<file path="config.mk">
export PLATFORM = sky130hd
export DESIGN_NAME = adc_serial_ctrl
export DESIGN_NICKNAME = d
export VERILOG_FILES = /design/src/rtl/adc_serial_ctrl.sv
export SDC_FILE = /design/constraint.sdc
export NUM_CORES = 1
export LEC_CHECK = 0
export CAP_MARGIN = 40
export CORE_MARGIN = 2
export CORE_UTILIZATION = 59
export DETAILED_ROUTE_END_ITERATION = 6
export MAX_ROUTING_LAYER = met4
export PLACE_DENSITY = 0.84
export SYNTH_ARGS = -nofsm -noshare
export SYNTH_HDL_FRONTEND = slang
export SYNTH_SLANG_ARGS = --single-unit
</file>
<file path="constraint.sdc">
create_clock -name clk -period 5.01 [get_ports clk]
set_clock_uncertainty 0.1 [all_clocks]
set_input_delay 0.7515 -clock clk [delete_from_list [all_inputs] [get_ports clk]]
set_output_delay 0.7515 -clock clk [all_outputs]
set_load 0.01 [all_outputs]
</file>
<file path="src/rtl/adc_serial_ctrl.sv">
// Serial ADC controller: sends a 4-bit channel address, clocks back an NBITS result, waits on eoc.
// Define ADC_AVG_EN to publish the mean of every four frames instead of each frame.
module adc_serial_ctrl #(
    parameter int CLK_DIV = 51,
    parameter int NBITS   = 10
) (
    input  logic             clk,
    input  logic             rst,
    input  logic             start,
    input  logic [3:0]       chan,
    output logic             cs,
    output logic             ADC_clk,
    output logic             data_out_adc,
    input  logic             data_in_adc,
    input  logic             eoc,
    output logic             busy,
    output logic [NBITS-1:0] sample,
    output logic             sample_valid
);

    localparam int DIV_W = (CLK_DIV > 2) ? $clog2(CLK_DIV) : 1;
    localparam int BIT_W = (NBITS > 2) ? $clog2(NBITS) : 1;

    typedef enum logic [2:0] {
        IDLE,
        SETUP,
        SHIFT,
        WAIT_EOC_LO,
        WAIT_EOC_HI,
        DONE
    } state_e;

    state_e             state_q, state_d;
    logic [DIV_W-1:0]   div_q, div_d;
    logic [BIT_W-1:0]   bit_q, bit_d;
    logic               phase_q, phase_d;   // 0: ADC_clk low half, 1: high half
    logic [NBITS-1:0]   tx_q, tx_d;         // latched channel address, MSB first
    logic [NBITS-1:0]   rx_q, rx_d;
    logic               cs_q, cs_d;
    logic               sclk_q, sclk_d;
    logic               dout_q, dout_d;
    logic [NBITS-1:0]   sample_q, sample_d;
    logic               valid_q, valid_d;

`ifdef ADC_AVG_EN
    logic [NBITS+1:0]   acc_q, acc_d;
    logic [1:0]         avg_cnt_q, avg_cnt_d;
    logic [NBITS+1:0]   acc_sum;

    assign acc_sum = acc_q + {2'b00, rx_q};
`endif

    logic div_last;
    logic bit_last;

    assign div_last = (div_q == DIV_W'(CLK_DIV - 1));
    assign bit_last = (bit_q == BIT_W'(NBITS - 1));

    // NOTE: every variable gets its hold value first so no path through the case infers a latch.
    always_comb begin
        state_d  = state_q;
        div_d    = div_q;
        bit_d    = bit_q;
        phase_d  = phase_q;
        tx_d     = tx_q;
        rx_d     = rx_q;
        cs_d     = cs_q;
        sclk_d   = sclk_q;
        dout_d   = dout_q;
        sample_d = sample_q;
        valid_d  = 1'b0;
`ifdef ADC_AVG_EN
        acc_d     = acc_q;
        avg_cnt_d = avg_cnt_q;
`endif

        case (state_q)
            IDLE: begin
                if (start) begin
                    tx_d    = {chan, {(NBITS-4){1'b0}}};
                    rx_d    = '0;
                    cs_d    = 1'b0;
                    div_d   = '0;
                    bit_d   = '0;
                    phase_d = 1'b0;
                    state_d = SETUP;
                end
            end

            SETUP: begin
                if (div_last) begin
                    div_d   = '0;
                    dout_d  = tx_q[NBITS-1];
                    state_d = SHIFT;
                end else begin
                    div_d = div_q + DIV_W'(1);
                end
            end

            SHIFT: begin
                if (!div_last) begin
                    div_d = div_q + DIV_W'(1);
                end else begin
                    div_d = '0;
                    if (!phase_q) begin
                        // Capture on the same edge that raises ADC_clk.
                        phase_d = 1'b1;
                        sclk_d  = 1'b1;
                        rx_d    = {rx_q[NBITS-2:0], data_in_adc};
                    end else begin
                        phase_d = 1'b0;
                        sclk_d  = 1'b0;
                        if (bit_last) begin
                            cs_d    = 1'b1;
                            dout_d  = 1'b0;
                            state_d = WAIT_EOC_LO;
                        end else begin
                            bit_d  = bit_q + BIT_W'(1);
                            tx_d   = tx_q << 1;
                            dout_d = tx_q[NBITS-2];
                        end
                    end
                end
            end

            WAIT_EOC_LO: begin
                if (!eoc) begin
                    state_d = WAIT_EOC_HI;
                end
            end

            WAIT_EOC_HI: begin
                if (eoc) begin
                    state_d = DONE;
                end
            end

            DONE: begin
                state_d = IDLE;
`ifdef ADC_AVG_EN
                avg_cnt_d = avg_cnt_q + 2'd1;
                if (avg_cnt_q == 2'd3) begin
                    sample_d = acc_sum[NBITS+1:2];
                    valid_d  = 1'b1;
                    acc_d    = '0;
                end else begin
                    acc_d = acc_sum;
                end
`else
                sample_d = rx_q;
                valid_d  = 1'b1;
`endif
            end

            default: state_d = IDLE;
        endcase
    end

    // NOTE: state registers use non-blocking assignments so all flops update together at the edge.
    always_ff @(posedge clk or negedge rst) begin
        if (!rst) begin
            state_q  <= IDLE;
            div_q    <= '0;
            bit_q    <= '0;
            phase_q  <= 1'b0;
            tx_q     <= '0;
            rx_q     <= '0;
            cs_q     <= 1'b1;
            sclk_q   <= 1'b0;
            dout_q   <= 1'b0;
            sample_q <= '0;
            valid_q  <= 1'b0;
        end else begin
            state_q  <= state_d;
            div_q    <= div_d;
            bit_q    <= bit_d;
            phase_q  <= phase_d;
            tx_q     <= tx_d;
            rx_q     <= rx_d;
            cs_q     <= cs_d;
            sclk_q   <= sclk_d;
            dout_q   <= dout_d;
            sample_q <= sample_d;
            valid_q  <= valid_d;
        end
    end

`ifdef ADC_AVG_EN
    always_ff @(posedge clk or negedge rst) begin
        if (!rst) begin
            acc_q     <= '0;
            avg_cnt_q <= 2'd0;
        end else begin
            acc_q     <= acc_d;
            avg_cnt_q <= avg_cnt_d;
        end
    end
`endif

    assign cs           = cs_q;
    assign ADC_clk      = sclk_q;
    assign data_out_adc = dout_q;
    assign busy         = (state_q != IDLE);
    assign sample       = sample_q;
    assign sample_valid = valid_q;

endmodule

</file>
==> results of run 1 <==
## power breakdown
group          switching (mW)  internal (mW)
clock                   0.112         0.0546
combinational          0.0991          0.110
sequential             0.0719          0.403
## sequential cells by signal, indices dropped and copies added, names as in the netlist
| register | count |
|---|---|
| tx_q | 4 |
| ADC_clk | 1 |
| sample | 10 |
| div_q | 6 |
| phase_q | 1 |
| sample_valid | 1 |
| state_q | 3 |
| cs | 1 |
| bit_q | 4 |
| rx_q | 10 |
| data_out_adc | 1 |
## Yosys cell counts, types with 2 or more instances
cell type                   n
sky130_fd_sc_hd__dfrtp_1   41
sky130_fd_sc_hd__nand2_1   39
sky130_fd_sc_hd__a22o_1    11
sky130_fd_sc_hd__o21ai_0   10
sky130_fd_sc_hd__mux2_2     9
sky130_fd_sc_hd__clkbuf_1   7
sky130_fd_sc_hd__nand3_1    6
sky130_fd_sc_hd__a21oi_1    5
sky130_fd_sc_hd__inv_1      5
sky130_fd_sc_hd__nor2b_1    5
sky130_fd_sc_hd__ha_1       4
sky130_fd_sc_hd__nand2b_1   4
sky130_fd_sc_hd__nor2_1     4
sky130_fd_sc_hd__buf_2      3
sky130_fd_sc_hd__nor3_1     3
sky130_fd_sc_hd__o21bai_1   3
sky130_fd_sc_hd__xor2_1     3
sky130_fd_sc_hd__a21o_1     2
sky130_fd_sc_hd__a22oi_1    2
sky130_fd_sc_hd__and3_1     2
sky130_fd_sc_hd__nand3b_1   2
sky130_fd_sc_hd__nand4_1    2
sky130_fd_sc_hd__nor3b_1    2
sky130_fd_sc_hd__o31ai_1    2
## per-stage QoR
stage	hold WS [ns]	instance area, um2
2_1_floorplan	0.339	2010
6_report	0.173	2320
3_5_place_dp	0.366	2260
4_1_cts	0.173	2320
5_1_grt	0.172	2320
3_3_place_gp	0.358	2240
## worst register-to-register path: stages, from the launching register on
cell                      delay [ns]
sky130_fd_sc_hd__dfrtp_1        0.95
sky130_fd_sc_hd__nor2b_1        0.21
sky130_fd_sc_hd__o21ai_1        0.64
sky130_fd_sc_hd__a22o_1         0.25
## layout make-up
type	instances	area [um2]
Sequential cell	42	1050
Timing Repair Buffer	24	245
Inverter	5	18.8
Fill cell	268	995
Tap cell	46	57.6
Clock inverter	3	21.3
Clock buffer	5	37.5
Multi-Input combinational cell	135	883
## logic make-up (layout without fill, tap and decap cells)
kind of cell             count (synthesis)  after routing
XOR/XNOR                                 3              3
AO/OA/AOI/OAI                           42             42
flip-flops                              42             42
multiplexers                            10             10
AND/OR/NAND/NOR                         76             76
buffers and inverters                   16             37
adder cells (fa/ha/maj)                  4              4
## routing by layer
| layer | track usage (%) | wire (um) |
|---|---|---|
| met1 | 28.4 | 1720 |
| met2 | 36.7 | 1830 |
| met3 | 3.62 | 113 |
| met4 | 8.06 | 48 |
| met5 | - | 0 |
## path summary, 6_finish.rpt
path / startpoint / to / depth (start not counted)
worst min-delay path: rst / state_q[2] / 1
worst min register to register: sample[5] / sample[5] / 2
max in group asynchronous: rst / ADC_clk / 2
worst max-delay path: state_q[1] / busy / 2
worst max register to register: state_q[1] / rx_q[2] / 3
min in group clk: sample[5] / sample[5] / 2
## layout by cell type, fill, tap and decap left out, types with 2 or more instances in the layout
cell type,count
sky130_fd_sc_hd__nand2_1,39
sky130_fd_sc_hd__a21oi_1,5
sky130_fd_sc_hd__mux2_2,9
sky130_fd_sc_hd__nor3b_1,2
sky130_fd_sc_hd__nand3b_1,2
sky130_fd_sc_hd__a22oi_1,2
sky130_fd_sc_hd__o21ai_0,10
sky130_fd_sc_hd__nor2_1,4
sky130_fd_sc_hd__nor2b_1,5
sky130_fd_sc_hd__o21bai_1,3
sky130_fd_sc_hd__clkbuf_4,5
sky130_fd_sc_hd__nand4_1,2
sky130_fd_sc_hd__ha_1,4
sky130_fd_sc_hd__xor2_1,3
sky130_fd_sc_hd__inv_1,5
sky130_fd_sc_hd__a21o_1,2
sky130_fd_sc_hd__nand2b_1,4
sky130_fd_sc_hd__and3_1,2
sky130_fd_sc_hd__nor3_1,3
sky130_fd_sc_hd__a22o_1,11
sky130_fd_sc_hd__o31ai_1,2
sky130_fd_sc_hd__clkdlybuf4s50_1,22
sky130_fd_sc_hd__nand3_1,6
sky130_fd_sc_hd__dfrtp_1,41
==> results.json, run 1 <==
{
  "num_antenna_cells": 0,
  "antenna_found_initial": 0,
  "syn-cell-area_um2": 2010,
  "final.setup.tns_ns": 0,
  "synth_top_area_share_pct": 51.1,
  "worst_pin_slew_ns": 0.893,
  "detailroute.via_count": 1496,
  "globalRouteTotalUtil_pct": 22.4,
  "worst-r2r-setup-slack_ns": 2.81,
  "cts_tree": "built",
  "detail_route.wirelength_mm": 3.71,
  "core_um2": 3310,
  "die_width_um": 62.3,
  "grt_remaining_overflow": 0,
  "final-max-slew-violation-count": 0,
  "worst_setup_path_start_kind": "register",
  "yosys.area_share.adder_pct": 2.49,
  "placement.setup.worst_slack_ns": 2.53,
  "synth-main-ff-cell": "sky130_fd_sc_hd__dfrtp_1",
  "hpwl_mm": 2.66,
  "rsz0062_at_grt": "no",
  "drt_first_pass_iters": 4,
  "finalWeightedCongestion": 0.859,
  "critical_path.n_buffers_inverters": 1,
  "ctsResizeCount": 0,
  "synth_edf_count": 0,
  "synth_area_leader_cell": "sky130_fd_sc_hd__dfrtp_1",
  "htree_levels": 2,
  "setup_ws_ns": 2.10,
  "insertion_delay_ns": 0.35,
  "cts.reportedPaths.clkPinSlew_ns": 0.12,
  "endpoint_kind": "primary output",
  "dr.first_iter.drc_count": 50,
  "critical_path_class": "reg -> out",
  "fin_nets": 226,
  "fin_crit_sh_pct": 58.1,
  "grt_max_degree": 32,
  "synth_cells": 193,
  "postSynth.asyncResetShare_pct": 100,
  "chipHeight_um": 62.3,
  "numCtsBuffers": 5,
  "initial_utilization_pct": 60.6,
  "achievable_frequency_mhz": 343,
  "crit_arrival_ns": 2.06,
  "power-per-cell-area_nw_per_um2": 367,
  "floorplan.die_area_um2": 3880,
  "cp_cell_sequence": "or3_1, clkdlybuf4s50_1",
  "worst_slew_margin_rel_pct": 40.5,
  "cts_buffer_depth": 2,
  "layout.cells.non_filler": 260,
  "cts.hold.buffers_added": 0,
  "yosys.area_share.xor_xnor_pct": 1.31,
  "drt_drc_violations_left": 0,
  "ys_types": 41,
  "critical-path-max-stage-delay_ns": 0.95,
  "synth_nets": 206,
  "postRouteAntennaNets": 0,
  "place.port_buffers": 23,
  "postCtsSetupRepairBufs": 0,
  "grt_pass1_wl_mm": 6.84,
  "slowest_stage": "sky130_fd_sc_hd__dfrtp_1",
  "flow.area_growth_from_synthesis_pct": 15.4,
  "first_global_vias": 1577,
  "synth_area_leaders": "sky130_fd_sc_hd__dfrtp_1, sky130_fd_sc_hd__nand2_1, sky130_fd_sc_hd__mux2_2",
  "yosys_warnings": 0,
  "post_synth_and_or_nand_nor_area_fraction_pct": 19.5,
  "clock_sink_count": 42,
  "share_of_cell_area_taken_by_muxes_after_synthesis_pct": 5.55,
  "timing.critical_path.fanout_max": 31,
  "postSynthRegisterBits": 42,
  "setup_viol": 0,
  "synth-seq-area-share_pct": 52.4,
  "peak_supply_drop_v": 0.000233,
  "power_leakage_nw": 1.06,
  "viasPerCell": 5.75,
  "drv.max_cap_violation_count": 0,
  "finalPower_mw": 0.851,
  "min_path_type": "in -> async",
  "floorplan.rows": 21,
  "worst_ep_required_ns": 4.16,
  "final_hold_viol_count": 0,
  "wire_per_inst_um": 14.3,
  "final_layout_size_suffix_gt1_share_pct": 11.2,
  "synth_top_family_by_area": "simple AND/OR/NAND/NOR gates",
  "clockRootBuffer": "sky130_fd_sc_hd__clkbuf_4",
  "path_delay_family": "flip-flops",
  "status": "finished, final reports clean",
  "synth.avg_cell_area_um2": 10.4,
  "period_needed_ns": 2.91,
  "postLayoutCoreUtil_pct": 70.0,
  "dp_cells": 252,
  "compound_cell_area_share_of_the_yosys_netlist_pct": 15.2,
  "io_pins": 24
}
No activity file was read; power rests on OpenSTA's default activity.
==> run 2, diff against run 1 <==
Settings changed: CORE_UTILIZATION 59 to 49, PLACE_DENSITY 0.84 to 0.74.
Clock period 5.01 ns to 2.4 ns, I/O delays scaled along.
==> results.json, run 2 (synthesis gave the netlist of run 1 again) <==
{
  "htree_levels": 2,
  "floorplan.rows": 23,
  "setup_ws_ns": 0.188,
  "top_signal_layer_used": "met4",
  "mostFrequentLayoutCell": "sky130_fd_sc_hd__dfrtp_1",
  "die_width_um": 68,
  "detail_route.wirelength.met1_mm": 1.84,
  "final-max-slew-violation-count": 0,
  "numCtsBuffers": 5,
  "insertion_delay_ns": 0.29,
  "period_needed_ns": 2.21,
  "met2RoutedLength_mm": 1.94,
  "peak_supply_drop_v": 0.000457,
  "detailroute.via_count": 1497,
  "cts.hold.buffers_added": 1,
  "fin_nets": 234,
  "placement.setup.worst_slack_ns": 0.350,
  "initial_utilization_pct": 50.5,
  "achievable_frequency_mhz": 452,
  "hpwl_mm": 2.91,
  "grt_remaining_overflow": 0,
  "cts.reportedPaths.clkPinSlew_ns": 0.08,
  "place.port_buffers": 23,
  "first_global_vias": 1455,
  "core_um2": 3970,
  "finalWeightedCongestion": 0.859,
  "endpoint_kind": "primary output",
  "cts_tree": "built",
  "final_hold_viol_count": 0,
  "timing.critical_path.fanout_max": 14,
  "ctsResizeCount": 0,
  "power-per-cell-area_nw_per_um2": 824,
  "status": "finished, final reports clean",
  "layout_common_cells": "sky130_fd_sc_hd__dfrtp_1, sky130_fd_sc_hd__nand2_1, sky130_fd_sc_hd__clkdlybuf4s50_1, sky130_fd_sc_hd__a22o_1, sky130_fd_sc_hd__o21ai_0",
  "grt_pass1_wl_mm": 6.86,
  "chipHeight_um": 68,
  "drt_drc_violations_left": 0,
  "clock_sink_count": 42,
  "power_leakage_nw": 1.12,
  "drt_first_pass_iters": 4,
  "final.setup.tns_ns": 0,
  "worst_ep_required_ns": 1.94,
  "rsz0062_at_grt": "no",
  "min_path_type": "reg -> reg",
  "flow.area_growth_from_synthesis_pct": 21.3,
  "drv.max_cap_violation_count": 0,
  "postCtsSetupRepairBufs": 0,
  "critical_path_class": "reg -> out",
  "grt_max_degree": 27,
  "io_pins": 24,
  "clockRootBuffer": "sky130_fd_sc_hd__clkbuf_8",
  "worst_slew_margin_rel_pct": 63.2,
  "antenna_found_initial": 0,
  "met3_routed_wirelength_um": 120,
  "final_layout_size_suffix_gt1_share_pct": 13.5,
  "cts_buffer_depth": 2,
  "globalRouteTotalUtil_pct": 20.6,
  "worst_setup_path_start_kind": "register",
  "num_antenna_cells": 0,
  "viasPerCell": 5.50,
  "setup_viol": 0,
  "crit_arrival_ns": 1.75,
  "worst_pin_slew_ns": 0.549,
  "postRouteAntennaNets": 0,
  "fin_crit_sh_pct": 92.2,
  "wire_per_inst_um": 14.6,
  "detail_route.wirelength_mm": 3.98,
  "floorplan.die_area_um2": 4620,
  "dr.first_iter.drc_count": 72
}
==> run 2: changes by cell type in the layout (fill, tap and decap cells not counted) <==
cell	delta
sky130_fd_sc_hd__dlygate4sd3_1	+1
sky130_fd_sc_hd__buf_4	+7
sky130_fd_sc_hd__clkbuf_1	+1
sky130_fd_sc_hd__bufinv_16	+1
sky130_fd_sc_hd__clkbuf_8	+5
sky130_fd_sc_hd__clkbuf_4	-5
sky130_fd_sc_hd__clkinv_2	-1
sky130_fd_sc_hd__clkinv_4	-1
==> run 2: per-stage QoR <==
step,hold WS [ns],cells,instance area (um2),power (mW),util [%]
6_report,0.378,272,2430,2.01,61.3
3_3_place_gp,0.358,262,2290,1.42,57.8
5_1_grt,0.398,272,2430,2.14,61.3
3_5_place_dp,0.213,263,2310,1.47,58.3
4_1_cts,0.382,272,2430,2.03,61.3
2_1_floorplan,-0.0356,193,2010,1.30,-
==> run 2: worst max-delay path, stage by stage (launching register included) <==
cell	delay, ns
sky130_fd_sc_hd__dfrtp_1	0.54
sky130_fd_sc_hd__or3_1	0.42
sky130_fd_sc_hd__clkdlybuf4s50_1	0.49
==> run 2: report_power, final <==
| part | internal [mW] | leakage (nW) | total (mW) | switching, mW |
|---|---|---|---|---|
| sequential | 0.841 | 0.556 | 0.988 | 0.147 |
| combinational | 0.249 | 0.512 | 0.464 | 0.215 |
| clock | 0.310 | 0.0514 | 0.555 | 0.244 |
==> run 2: final cells by class <==
| cell class | instances | area [um2] |
|---|---|---|
| fill | 338 | 1540 |
| inverter | 5 | 18.8 |
| clock inverter | 2 | 37.5 |
| multi-input combinational | 135 | 883 |
| clock buffer | 6 | 72.6 |
| sequential | 42 | 1050 |
| tap | 50 | 62.6 |
| timing repair buffer | 32 | 308 |
==> run 2: routing by layer <==
metal / track usage [%] / up-vias
met5: - / -
met4: 7.50 / 0
met3: 5.43 / 11
met2: 31.8 / 24
met1: 26.1 / 729
li1: - / 733
==> run 2: worst paths after layout <==
check	start	endpoint	slack, ns	cells after the start
max in group asynchronous	rst	sample[3]	1.32	3
setup reg to reg	div_q[0]	bit_q[0]	0.35	6
hold / removal	sample[4]	sample[4]	0.38	2
min in group asynchronous	rst	sample_valid	0.41	2
hold reg to reg	sample[4]	sample[4]	0.38	2
setup / recovery	state_q[0]	busy	0.19	2
==> run 3, diff against run 2 <==
Settings changed: CORE_UTILIZATION 49 to 55, PLACE_DENSITY 0.74 to 0.87.
Clock period 2.4 ns to 2.3 ns, I/O delays scaled along.
==> results.json, run 3 (synthesis gave the netlist of run 1 again) <==
{
  "power-per-cell-area_nw_per_um2": 831,
  "power_leakage_nw": 1.10,
  "peak_supply_drop_v": 0.000494,
  "cts_buffer_depth": 2,
  "chipHeight_um": 64.4,
  "wire_per_inst_um": 14.0,
  "finalPower_mw": 1.98,
  "die_width_um": 64.4,
  "globalRouteTotalUtil_pct": 21.6,
  "critical_path.endpoint": "busy",
  "logic_gate_share_of_total_power_pct": 24.5,
  "io_pins": 24,
  "grt_remaining_overflow": 0,
  "cts.reportedPaths.clkPinSlew_ns": 0.12,
  "pwr-share-seq_pct": 51.8,
  "worst_pin_slew_ns": 0.592,
  "worst-r2r-setup-slack_ns": 0.26,
  "finalHoldWorstSlack_ns": 0.386,
  "fin_crit_sh_pct": 96.0,
  "switching_power_mw": 0.610,
  "htree_levels": 2,
  "viasPerCell": 5.67,
  "dr.first_iter.drc_count": 108,
  "final.setup.tns_ns": 0,
  "setup_viol": 0,
  "switching_share_pct": 30.9,
  "mostFrequentLayoutCell": "sky130_fd_sc_hd__dfrtp_1",
  "final_hold_viol_count": 0,
  "drt_drc_violations_left": 0,
  "achievable_frequency_mhz": 453,
  "postRouteAntennaNets": 0,
  "initial_utilization_pct": 58.8,
  "timing.critical_path.fanout_max": 11,
  "layout_common_cells": "sky130_fd_sc_hd__dfrtp_1, sky130_fd_sc_hd__nand2_1, sky130_fd_sc_hd__clkdlybuf4s50_1, sky130_fd_sc_hd__a22o_1, sky130_fd_sc_hd__o21ai_0",
  "clock_sink_count": 42,
  "flow.area_growth_from_synthesis_pct": 18.5,
  "p_clk_share_pct": 23.7,
  "fillers": 258,
  "final_layout_size_suffix_gt1_share_pct": 13.1,
  "worst_r2r_endpoint": "tx_q[8]",
  "fin_nets": 233,
  "endpoint_kind": "primary output",
  "grt_max_degree": 43,
  "min_path_type": "reg -> reg",
  "finalWeightedCongestion": 0.807,
  "hpwl_mm": 2.60,
  "postLayoutCoreUtil_pct": 69.6,
  "placement.setup.worst_slack_ns": 0.259,
  "num_antenna_cells": 0,
  "core_um2": 3420,
  "detail_route.wirelength_mm": 3.75,
  "floorplan.die_area_um2": 4150,
  "cts_tree": "built",
  "drv.max_cap_violation_count": 0,
  "floorplan.rows": 21,
  "status": "finished, final reports clean",
  "worst_slew_margin_rel_pct": 60.4,
  "first_global_vias": 1431,
  "critical_path_class": "reg -> out",
  "worst_setup_path_start_kind": "register",
  "drt_first_pass_iters": 4,
  "depth_of_the_most_critical_reg_to_reg_path": 6,
  "period_needed_ns": 2.21,
  "crit_arrival_ns": 1.76,
  "clockRootBuffer": "sky130_fd_sc_hd__clkbuf_4",
  "place.port_buffers": 23,
  "insertion_delay_ns": 0.35,
  "crit_start": "state_q[2]",
  "final-max-slew-violation-count": 0,
  "antenna_found_initial": 0,
  "intPower_mw": 1.37,
  "setup_ws_ns": 0.0922,
  "ctsResizeCount": 0,
  "numCtsBuffers": 5,
  "worst_ep_required_ns": 1.86,
  "rsz0062_at_grt": "no",
  "detailroute.via_count": 1513,
  "grt_pass1_wl_mm": 6.75,
  "startpoint_of_the_worst_slack_reg_to_reg_timing_path": "div_q[0]"
}
-- run 3: cell types whose count changed in the layout (fill, tap and decap cells not counted) --
cell	previous run	this run
sky130_fd_sc_hd__buf_12	1	0
sky130_fd_sc_hd__clkbuf_8	5	0
sky130_fd_sc_hd__clkbuf_4	0	5
-- run 3: metal layers --
metal / track usage, % / routed length [um] / vias to the layer above
met5: - / 0 / -
met4: 8.78 / 51 / 0
met3: 3.52 / 122 / 5
met2: 34.5 / 1860 / 27
met1: 27.5 / 1710 / 750
li1: - / - / 731
-- run 3: through the flow --
stage          area, um2  instances
2_1_floorplan       2010        193
3_5_place_dp        2290        258
4_1_cts             2380        267
3_3_place_gp        2290        258
5_1_grt             2380        267
6_report            2380        267
-- run 3: power by group through the flow --
stage               clock, mW  sequential, mW  combinational, mW
finish                  0.469            1.02              0.485
global placement            0            1.03              0.468
global route            0.511            1.05              0.550
detailed placement          0            1.04              0.486
CTS                     0.479            1.02              0.492
floorplan                   0           0.988              0.368
-- run 3: worst min-delay path by stage --
stage / startpoint / to / depth (start not counted)
4_1_cts: sample[6] / sample[6] / 2
5_1_grt: sample[7] / sample[7] / 2
3_3_place_gp: rst / sample_valid / 2
6_report: sample[7] / sample[7] / 2
3_5_place_dp: rst / sample[6] / 2
2_1_floorplan: rst / ADC_clk / 0
-- run 3: area by class of cell --
| cell class | count | area (um2) | area share [%] |
|---|---|---|---|
| Clock buffer | 6 | 41.3 | 1.74 |
| Clock inverter | 2 | 37.5 | 1.58 |
| Inverter | 5 | 18.8 | 0.789 |
| Multi-Input combinational cell | 135 | 883 | 37.1 |
| Sequential cell | 42 | 1050 | 44.2 |
| Tap cell | 46 | 57.6 | 2.42 |
| Timing Repair Buffer | 31 | 288 | 12.1 |
-- run 3: worst max-delay path: stages (launching register included) --
cell and delay, ns:
sky130_fd_sc_hd__dfrtp_1 0.52, sky130_fd_sc_hd__or3_1 0.41, sky130_fd_sc_hd__clkdlybuf4s50_1 0.48
-- run 3: what timing repair did --
| action | CTS | global route |
|---|---|---|
| hold buffers | 1 | 0 |
| hold endpoints to repair | 41 | 0 |
| setup buffers | 0 | 0 |
